--- src/rtl/sw_pkg.sv ---
// Purpose: shared constants for the slide-switch mode conditioning path.
// Latency: n/a (package only).
// Backpressure: n/a (package only).
// Contents: FSM state encoding, default debounce length and the one-hot
// mode codes that the downstream LED pattern block decodes.
package sw_pkg;

    // Debounce FSM state encoding.
    typedef enum logic {
        ST_SETTLED  = 1'b0,
        ST_COUNTING = 1'b1
    } sw_state_t;

    // 20 ms at a 50 MHz CLK.
    localparam int DB_CYCLES_DEFAULT = 1000000;

    // Legal mode vectors as seen by the pattern block.
    localparam logic [3:0] MODE_FIXED = 4'b0001;
    localparam logic [3:0] MODE_ROT_L = 4'b0010;
    localparam logic [3:0] MODE_ROT_R = 4'b0100;
    localparam logic [3:0] MODE_ALT   = 4'b1000;

endpackage

--- src/rtl/sw_sync.sv ---
// Purpose: WIDTH-bit multi-flop synchroniser for asynchronous switch inputs.
// Latency: STAGES CLK edges from d to q.
// Backpressure: none; free-running shift every cycle.
// Ports: CLK, RST_N (async active-low), d (async input bus), q (synchronised bus).
// Nothing sits between stages, so every flop after the first has a full cycle
// to resolve metastability. STAGES must be at least 2.
module sw_sync #(
    parameter int WIDTH  = 4,
    parameter int STAGES = 2
) (
    input  logic             CLK,
    input  logic             RST_N,
    input  logic [WIDTH-1:0] d,
    output logic [WIDTH-1:0] q
);

    logic [WIDTH-1:0] stg [STAGES];

    always_ff @(posedge CLK or negedge RST_N) begin
        if (!RST_N) begin
            for (int i = 0; i < STAGES; i++) begin
                stg[i] <= '0;
            end
        end else begin
            stg[0] <= d;
            for (int i = 1; i < STAGES; i++) begin
                stg[i] <= stg[i-1];
            end
        end
    end

    assign q = stg[STAGES-1];

endmodule

--- src/rtl/sw_debounce_mode.sv ---
// Purpose: synchronise and debounce the raw slide-switch bus into a clean mode vector.
// Latency: SYNC_STAGES + DB_CYCLES + 1 CLK edges from a stable SW_RAW change to SW_OUT.
// Backpressure: none; SW_CHANGED is a single-cycle strobe with no handshake.
// Ports: CLK, RST_N (async active-low); SW_RAW raw switches; SW_OUT committed
// mode; SW_CHANGED one-cycle pulse on commit; SW_ONEHOT registered mode status.
// Build option: define SW_ONEHOT_FILTER_EN to force non-one-hot candidates to
// commit as all-zero; SW_ONEHOT then reports whether any mode is selected.
module sw_debounce_mode
    import sw_pkg::*;
#(
    parameter int WIDTH       = 4,
    parameter int SYNC_STAGES = 2,
    parameter int DB_CYCLES   = DB_CYCLES_DEFAULT,
    parameter int CNT_W       = 24
) (
    input  logic             CLK,
    input  logic             RST_N,
    input  logic [WIDTH-1:0] SW_RAW,
    output logic [WIDTH-1:0] SW_OUT,
    output logic             SW_CHANGED,
    output logic             SW_ONEHOT
);

    localparam logic [CNT_W-1:0] CNT_LAST = CNT_W'(DB_CYCLES - 1);

    logic [WIDTH-1:0] sw_s;
    logic [WIDTH-1:0] cand;
    logic [CNT_W-1:0] cnt;
    sw_state_t        state;

    logic [WIDTH-1:0] commit_val;
    logic             commit_oh;

    function automatic logic is_onehot(input logic [WIDTH-1:0] v);
        return (v != '0) && ((v & (v - 1'b1)) == '0);
    endfunction

    sw_sync #(
        .WIDTH  (WIDTH),
        .STAGES (SYNC_STAGES)
    ) u_sync (
        .CLK   (CLK),
        .RST_N (RST_N),
        .d     (SW_RAW),
        .q     (sw_s)
    );

    // Value that a commit would write, and its status flag.
    always_comb begin
        commit_val = cand;
        commit_oh  = 1'b0;
`ifdef SW_ONEHOT_FILTER_EN
        if (!is_onehot(cand)) begin
            commit_val = '0;
        end
        commit_oh = |commit_val;
`else
        commit_oh = is_onehot(cand);
`endif
    end

    // The whole vector is debounced as one unit: any change of the
    // synchronised bus restarts the count, so skewed multi-bit edges
    // collapse into a single commit.
    always_ff @(posedge CLK or negedge RST_N) begin
        if (!RST_N) begin
            state      <= ST_SETTLED;
            cand       <= '0;
            cnt        <= '0;
            SW_OUT     <= '0;
            SW_CHANGED <= 1'b0;
            SW_ONEHOT  <= 1'b0;
        end else begin
            SW_CHANGED <= 1'b0;
            case (state)
                ST_SETTLED: begin
                    if (sw_s != SW_OUT) begin
                        cand  <= sw_s;
                        cnt   <= '0;
                        state <= ST_COUNTING;
                    end
                end
                ST_COUNTING: begin
                    if (sw_s == SW_OUT) begin
                        // Glitch settled back to the committed value.
                        cnt   <= '0;
                        state <= ST_SETTLED;
                    end else if (sw_s != cand) begin
                        cand <= sw_s;
                        cnt  <= '0;
                    end else if (cnt == CNT_LAST) begin
                        SW_OUT     <= commit_val;
                        SW_ONEHOT  <= commit_oh;
                        // With filtering a rejected candidate may map onto the
                        // current value; that is not a visible change.
                        SW_CHANGED <= (commit_val != SW_OUT);
                        cnt        <= '0;
                        state      <= ST_SETTLED;
                    end else begin
                        cnt <= cnt + 1'b1;
                    end
                end
                default: begin
                    cnt   <= '0;
                    state <= ST_SETTLED;
                end
            endcase
        end
    end

endmodule
--- config.mk ---
export PLATFORM = sky130hd
export DESIGN_NAME = sw_debounce_mode
export DESIGN_NICKNAME = d
export VERILOG_FILES = /design/src/rtl/sw_pkg.sv /design/src/rtl/sw_sync.sv /design/src/rtl/sw_debounce_mode.sv
export SDC_FILE = /design/constraint.sdc
export NUM_CORES = 1
export LEC_CHECK = 0
export BUFFER_PORTS_ARGS = -buffer_cell sky130_fd_sc_hd__buf_2
export CAP_MARGIN = 20
export CORE_ASPECT_RATIO = 0.5
export CORE_MARGIN = 2
export CORE_UTILIZATION = 40
export DETAILED_ROUTE_END_ITERATION = 8
export SLEW_MARGIN = 5
export SYNTH_ARGS = -nofsm -noshare
export SYNTH_HDL_FRONTEND = slang
export SYNTH_SLANG_ARGS = --single-unit
--- constraint.sdc ---
create_clock -name CLK -period 2.9 [get_ports CLK]
set_clock_uncertainty 0.15 [all_clocks]
set_input_delay 0 -clock CLK [delete_from_list [all_inputs] [get_ports CLK]]
set_output_delay 0 -clock CLK [all_outputs]
set_load 0.1 [all_outputs]
# Word-level counts from Yosys, hierarchy flattened
# Cells that the tools add are included.
[op_classes]
addsub = 2
n_eq_ne = 8
muxes = 18
n_bitwise = 4
reduce_logical = 5
[ops]
columns = ["operator", "count"]
rows = [
  ["2-to-1 mux 24 bit", 4],
  ["one-hot mux 24 bit (2 select lines)", 1],
  ["adder 24 x 1 -> 24 bit (second input constant)", 1],
  ["equality test 24 x 20 -> 1 bit (second input constant)", 1],
  ["2-to-1 mux 4 bit", 3],
  ["inequality test 4 bit", 3],
  ["2-to-1 mux 1 bit", 8],
  ["one-hot mux 4 bit (2 select lines)", 1],
  ["AND 4 bit", 1],
  ["equality test 4 bit", 1],
  ["zero test 4 bit", 1],
  ["inequality test 2 bit (second input constant)", 2],
  ["AND reduction 4 bit", 1],
  ["nonzero test 4 bit", 1],
  ["subtractor 4 x 1 -> 4 bit (second input constant)", 1],
  ["inverter 1 bit", 3],
  ["AND reduction 3 bit", 1],
  ["inequality test 2 x 1 -> 1 bit (second input constant)", 1],
  ["one-hot mux 1 bit (2 select lines)", 1],
  ["logical AND 1 bit", 1],
]
[totals]
register_bits = 43
elab_cells = 45

# Logic depth before layout (Yosys ltp)
[logic_depth]
ltp_word = 5
ltp_mapped = 7
mapped_depth_nobuf = 6

# By module
# A second synthesis with hierarchy kept.
[unflattened]
cells_unflattened = 202
hier_area_um2 = 2124.5
[by_module_without_submodules]
columns = ["mod", "n_inst", "cells_each", "area_per_inst_um2"]
rows = [
  ["sw_debounce_mode", 1, 190, 1894.3],
  ["sw_sync", 1, 12, 230.2],
]

# Worst setup path after synthesis
# No wires, ideal clock.
[synth_timing]
path_type = "reg-to-reg"
startpoint = "reg SW_OUT[2]"
endpoint = "reg cnt[15]"
setup_time_ps = 77
arrival_time_ps = 2182
required_time_ps = 2673
path_slack_ps = 491
stages_incl_launch_ff = 7
path_cell_list = "dfrtp_1 > xnor2_1 > nand4_1 > clkbuf_1 > o22a_1 > buf_2 > a21oi_1"
[synth_via]
elab_chain_len = 3
elab_cells_between_ends = 5
classes_between = "eq/ne (3); mux (2)"
[synth_lines]
columns = ["element", "line_no", "source"]
rows = [
  ["start, declared", "sw_debounce_mode.sv:19", "output logic [WIDTH-1:0] SW_OUT,"],
  ["start signal, assigned", "sw_debounce_mode.sv:92", "SW_OUT <= commit_val;"],
  ["equality test 4 bit", "sw_debounce_mode.sv:84", "if (sw_s == SW_OUT) begin"],
  ["2-to-1 mux 24 bit", "sw_debounce_mode.sv:84", ""],
  ["one-hot mux 24 bit (2 select lines)", "sw_debounce_mode.sv:75", "case (state)"],
  ["end signal, assigned", "sw_debounce_mode.sv:100", "cnt <= cnt + 1'b1;"],
  ["end, declared", "sw_debounce_mode.sv:28", "logic [CNT_W-1:0] cnt;"],
]
# Several ways; a longest one is shown, not always the timed one.
# A chain may end at the register's enable or synchronous reset.

# Worst setup path after layout
[layout_timing]
startpoint = "reg cnt[2]"
endpoint = "reg cnt[11]"
[layout_via]
elab_chain_len = 5
elab_cells_between_ends = 6
classes_between = "add/sub (1); eq/ne (1); mux (4)"
[layout_lines]
columns = ["element", "line_no", "source"]
rows = [
  ["adder 24 x 1 -> 24 bit / equality test 24 x 20 -> 1 bit (equally long branches)", "sw_debounce_mode.sv:100, sw_debounce_mode.sv:91", ""],
  ["2-to-1 mux 24 bit *", "sw_debounce_mode.sv:91", "end else if (cnt == CNT_LAST) begin"],
  ["2-to-1 mux 24 bit *", "sw_debounce_mode.sv:88", "end else if (sw_s != cand) begin"],
  ["2-to-1 mux 24 bit *", "sw_debounce_mode.sv:84", ""],
  ["one-hot mux 24 bit (2 select lines) *", "sw_debounce_mode.sv:75", ""],
]
# Every way passes the cells marked *; elsewhere a longest branch is shown, timed or not.

==> results.md <==
- TritonRoute pass-1 iters: 4
- Placed insts: 271
- Vias per cell: 5.377
- Core box area: 0.005000 mm²
- Number of synthesized flops with an enable pin: 0
- Area of the multi-input gates: approximately 1000 µm²
- Worst-margin pin slew: 0.9556 ns
- Simple-Gate Fraction of Synth Area: about a fifth
- Internal power: 0.8305 mW
- CTS H-tree lvls: 2
- FFs w/ async S/R, synth: between 90% and 100%
- Grt met1 use: 21.65%
- Worst hold path type: input pin to register
- Pin count of the biggest net entering global routing: between 40 and 50
- ANT cells: 0
- Sink Count: 43
- Routed Antenna Nets: 0
- Layout overhead on the synthesized area: 14.34%
- Syn nets: about 200
- Tcrit/Tclk final: 74.46%
- Worst endpoint required time: just under 3 ns
- Most used routing layer: met2
- M2 GR Usage: 22.57%
- FILL cells: 474
- Post-CTS sizing: 0
- Worst Setup Start Kind: register
- R2R Setup Slk: 0.74 ns
- Max-slew headroom: around 36%
- Port-buffer cells: 11
- Main synth FF type: dfrtp_1
- Top Ports: 12
- Tot Pwr: 1.088 mW
- #FFs+latches synth: 43
- Worst path slowest cell: o41ai_4
- Initial core utilization: 42.24%
- Clock power frac: 37.4%
- Synth Area in Adders: 0.5924%
- FF/Latch Area: approximately 0.0011 mm²
- Cells after Synth: around 190
- Post-CTS Repair Setup Buffers: 0
- CTS Buf Count: 5
- CTS root buf: clkbuf_8
- Drt initial violations: 93
- Post-Syn Area per Cell: 11.06 µm²
- Met3 Usage GRT: 3.542%
- Max-cap violations: 0
- Cts-stage hold buffer count: 5
- Die H: 55.38 µm
- Switching share of power: 23.64%
- Sequential share of power: 57.2%
- Rows: 18
- Layout cell share with drive strength beyond 1: 20.09%
- Largest cells by area after synthesis: dfrtp_1 (51%), xor2_1 (6.2%), mux2_2 (5.3%), nor2_1 (3.6%), o21ai_0 (3.1%)
- Yosys warns: 0
- CP endpoint kind: register
- RSZ-0062 raised after global routing: false
- Period minus WS final: 2.159 ns
- Setup Viol. Count Final: 0
- Post-synthesis xor/xnor area fraction: 9.123%
- P_sw: 0.2571 mW
- Cells along the critical path: and4_1, nand2_2, o41ai_4, nor2_1, a221o_1
- Run status: complete, no violations
- Seq/Total Area, Yosys: between 50% and 60%
- Critical path class: register to register
- Crit-path max FO: 7
- Vias: 1,527
- Avg WL per Cell: between 10 and 15 µm
- Fmax: 0.4631 GHz
- Initial antenna violation count: 0
- Main combinational cell family by area after synthesis: simple AND/OR/NAND/NOR gates
- Part of the power in combinational logic: 5.4%
- Netlist Area Pre-Place: approximately 0.0021 mm²
- TritonCTS clock tree: done
- Post-synth cell types: 39
- Fin. Hold Viols: 0
- Compound-Gate Fraction of Synth Area: 13.39%
- Vias in the first global route: 1,410
- WL final: 4168 µm
- CP max stage delay: 0.44 ns
- Pleak: 1.023 nW
- Total die area: between 0.005 and 0.006 mm²
- Global-route wire length before repair: 7051 µm
- Worst VDD drop: 0.2870 mV
- Post-route DRC violation count: 0
- Share of the synthesized area in the top cell type: 50.95%
- Design area: 0.002415 mm²
- Dpl hpwl: 2805 µm
- Tot GR Track Use: 14.90%
- # nets final: 220
- PD cells: 450.4 mW/mm²
- Final RePlAce weighted congestion: 0.8046
- Placed Area: roughly 0.0023 mm²
- Worst-Skew Late Latency: 0.29 ns
- Yosys top cell by area: dfrtp_1
- CTS max path bufs: 2
- Worst path arrival time: 2.18 ns
- Global route overflow: 0
- Post-Layout Cell Count: 284
- Setup TNS: 0 ns
- Chip Width: 106.8 µm
- Max-slew violation count: 0
- Mux cell area share after synthesis: roughly 5.3%
- Clk slew on worst S/H paths: 0.09 ns
==> worst paths after layout <==
kind | cells after the start | start | endpoint
max reg2reg | 5 | cnt[2]$_DFFE_PN0P_ | cnt[11]$_DFFE_PN0P_
max | 5 | cnt[2]$_DFFE_PN0P_ | cnt[11]$_DFFE_PN0P_
min | 2 | SW_RAW[2] | u_sync.stg[6]$_DFF_PN0_
min reg2reg | 0 | u_sync.stg[6]$_DFF_PN0_ | u_sync.q[2]$_DFF_PN0_
min in group asynchronous | 2 | RST_N | cand[1]$_DFFE_PN0P_
max in group asynchronous | 2 | RST_N | cnt[21]$_DFFE_PN0P_
==> registers in the layout, summed over array words and instances, names as in the netlist <==
| signal | count |
|---|---|
| SW_OUT | 4 |
| cand | 4 |
| cnt | 24 |
| SW_ONEHOT | 1 |
| state | 1 |
| SW_CHANGED | 1 |
| u_sync.q | 4 |
| u_sync.stg | 4 |
==> Yosys cell counts, types with 2 or more instances <==
master / n
and2_1: 5
nor4_1: 5
and4_1: 4
buf_2: 3
xnor2_1: 7
nor3_1: 3
o21ai_0: 13
nand4_1: 6
mux2_2: 10
o211ai_1: 4
nor2_1: 20
dfrtp_1: 43
nand2_1: 8
or3_1: 6
a21oi_1: 6
xor2_1: 15
o2111ai_1: 5
a221o_1: 2
and4_4: 2
and3_1: 3
clkbuf_1: 3
==> cell type report <==
cell class | count | share of cell area (%)
Inverter | 1 | 0.1554
Clock inverter | 2 | 0.6736
Multi-Input combinational cell | 140 | 41.35
Tap cell | 70 | 3.627
Sequential cell | 43 | 44.56
Timing Repair Buffer | 22 | 6.218
Clock buffer | 6 | 3.420
==> metrics by stage <==
stage,util (%),hold WS [ns],setup slack [ns]
2_1_floorplan,-,-0.4456,0.4907
3_3_place_gp,45.32,-0.04171,0.8151
3_5_place_dp,45.32,-0.04069,0.7924
4_1_cts,48.30,0.1841,0.7776
5_1_grt,48.30,0.1758,0.6348
6_report,48.30,0.1925,0.7408
==> layer usage <==
layer  share of wire [%]  vias up
li1                    -      749
met1                  51      751
met2                  45       25
met3                 3.3        2
met4                0.41        0
met5                   0        -
==> critical path, delay by kind of cell (launching register included) <==
kind / cells / cell delay [ns]
AOI/OAI and AO/OA: 2 / 0.79
and+or+nand+nor: 3 / 0.69
DFF: 1 / 0.42
==> power by group through the flow <==
stage / sequential (mW) / clock, mW / combinational (mW)
detailed placement: 0.634 / 0 / 0.0552
global placement: 0.634 / 0 / 0.0541
finish: 0.622 / 0.407 / 0.0593
floorplan: 0.631 / 0 / 0.0307
global route: 0.624 / 0.451 / 0.0659
CTS: 0.622 / 0.416 / 0.0605
==> cells in the final DEF, fill, tap and decap left out, drive strengths merged <==
cell type	instances
clkinvlp	1
clkinv	1
clkbuf	6
o21ai	13
nand3	1
o31ai	1
a221o	2
nand2	9
buf	17
nor2	20
nor4	5
dlygate4sd3	5
inv	1
or3	6
or4	1
mux2	10
and3	3
xnor2	7
o2111ai	5
a21oi	7
o22a	1
a22o	1
xor2	15
o41a	1
o41ai	1
and2	6
and4	6
nor4b	1
nor2b	1
nor3	3
nand3b	1
ha	1
nand4	7
dfrtp	43
o211ai	5
==> cell families after synthesis <==
group	after synthesis
compound gates	37
buf+inv	8
mux	10
fa+ha+maj	1
simple gates	70
xor+xnor	22
flops	43
Power figures use the tool's default switching activity.
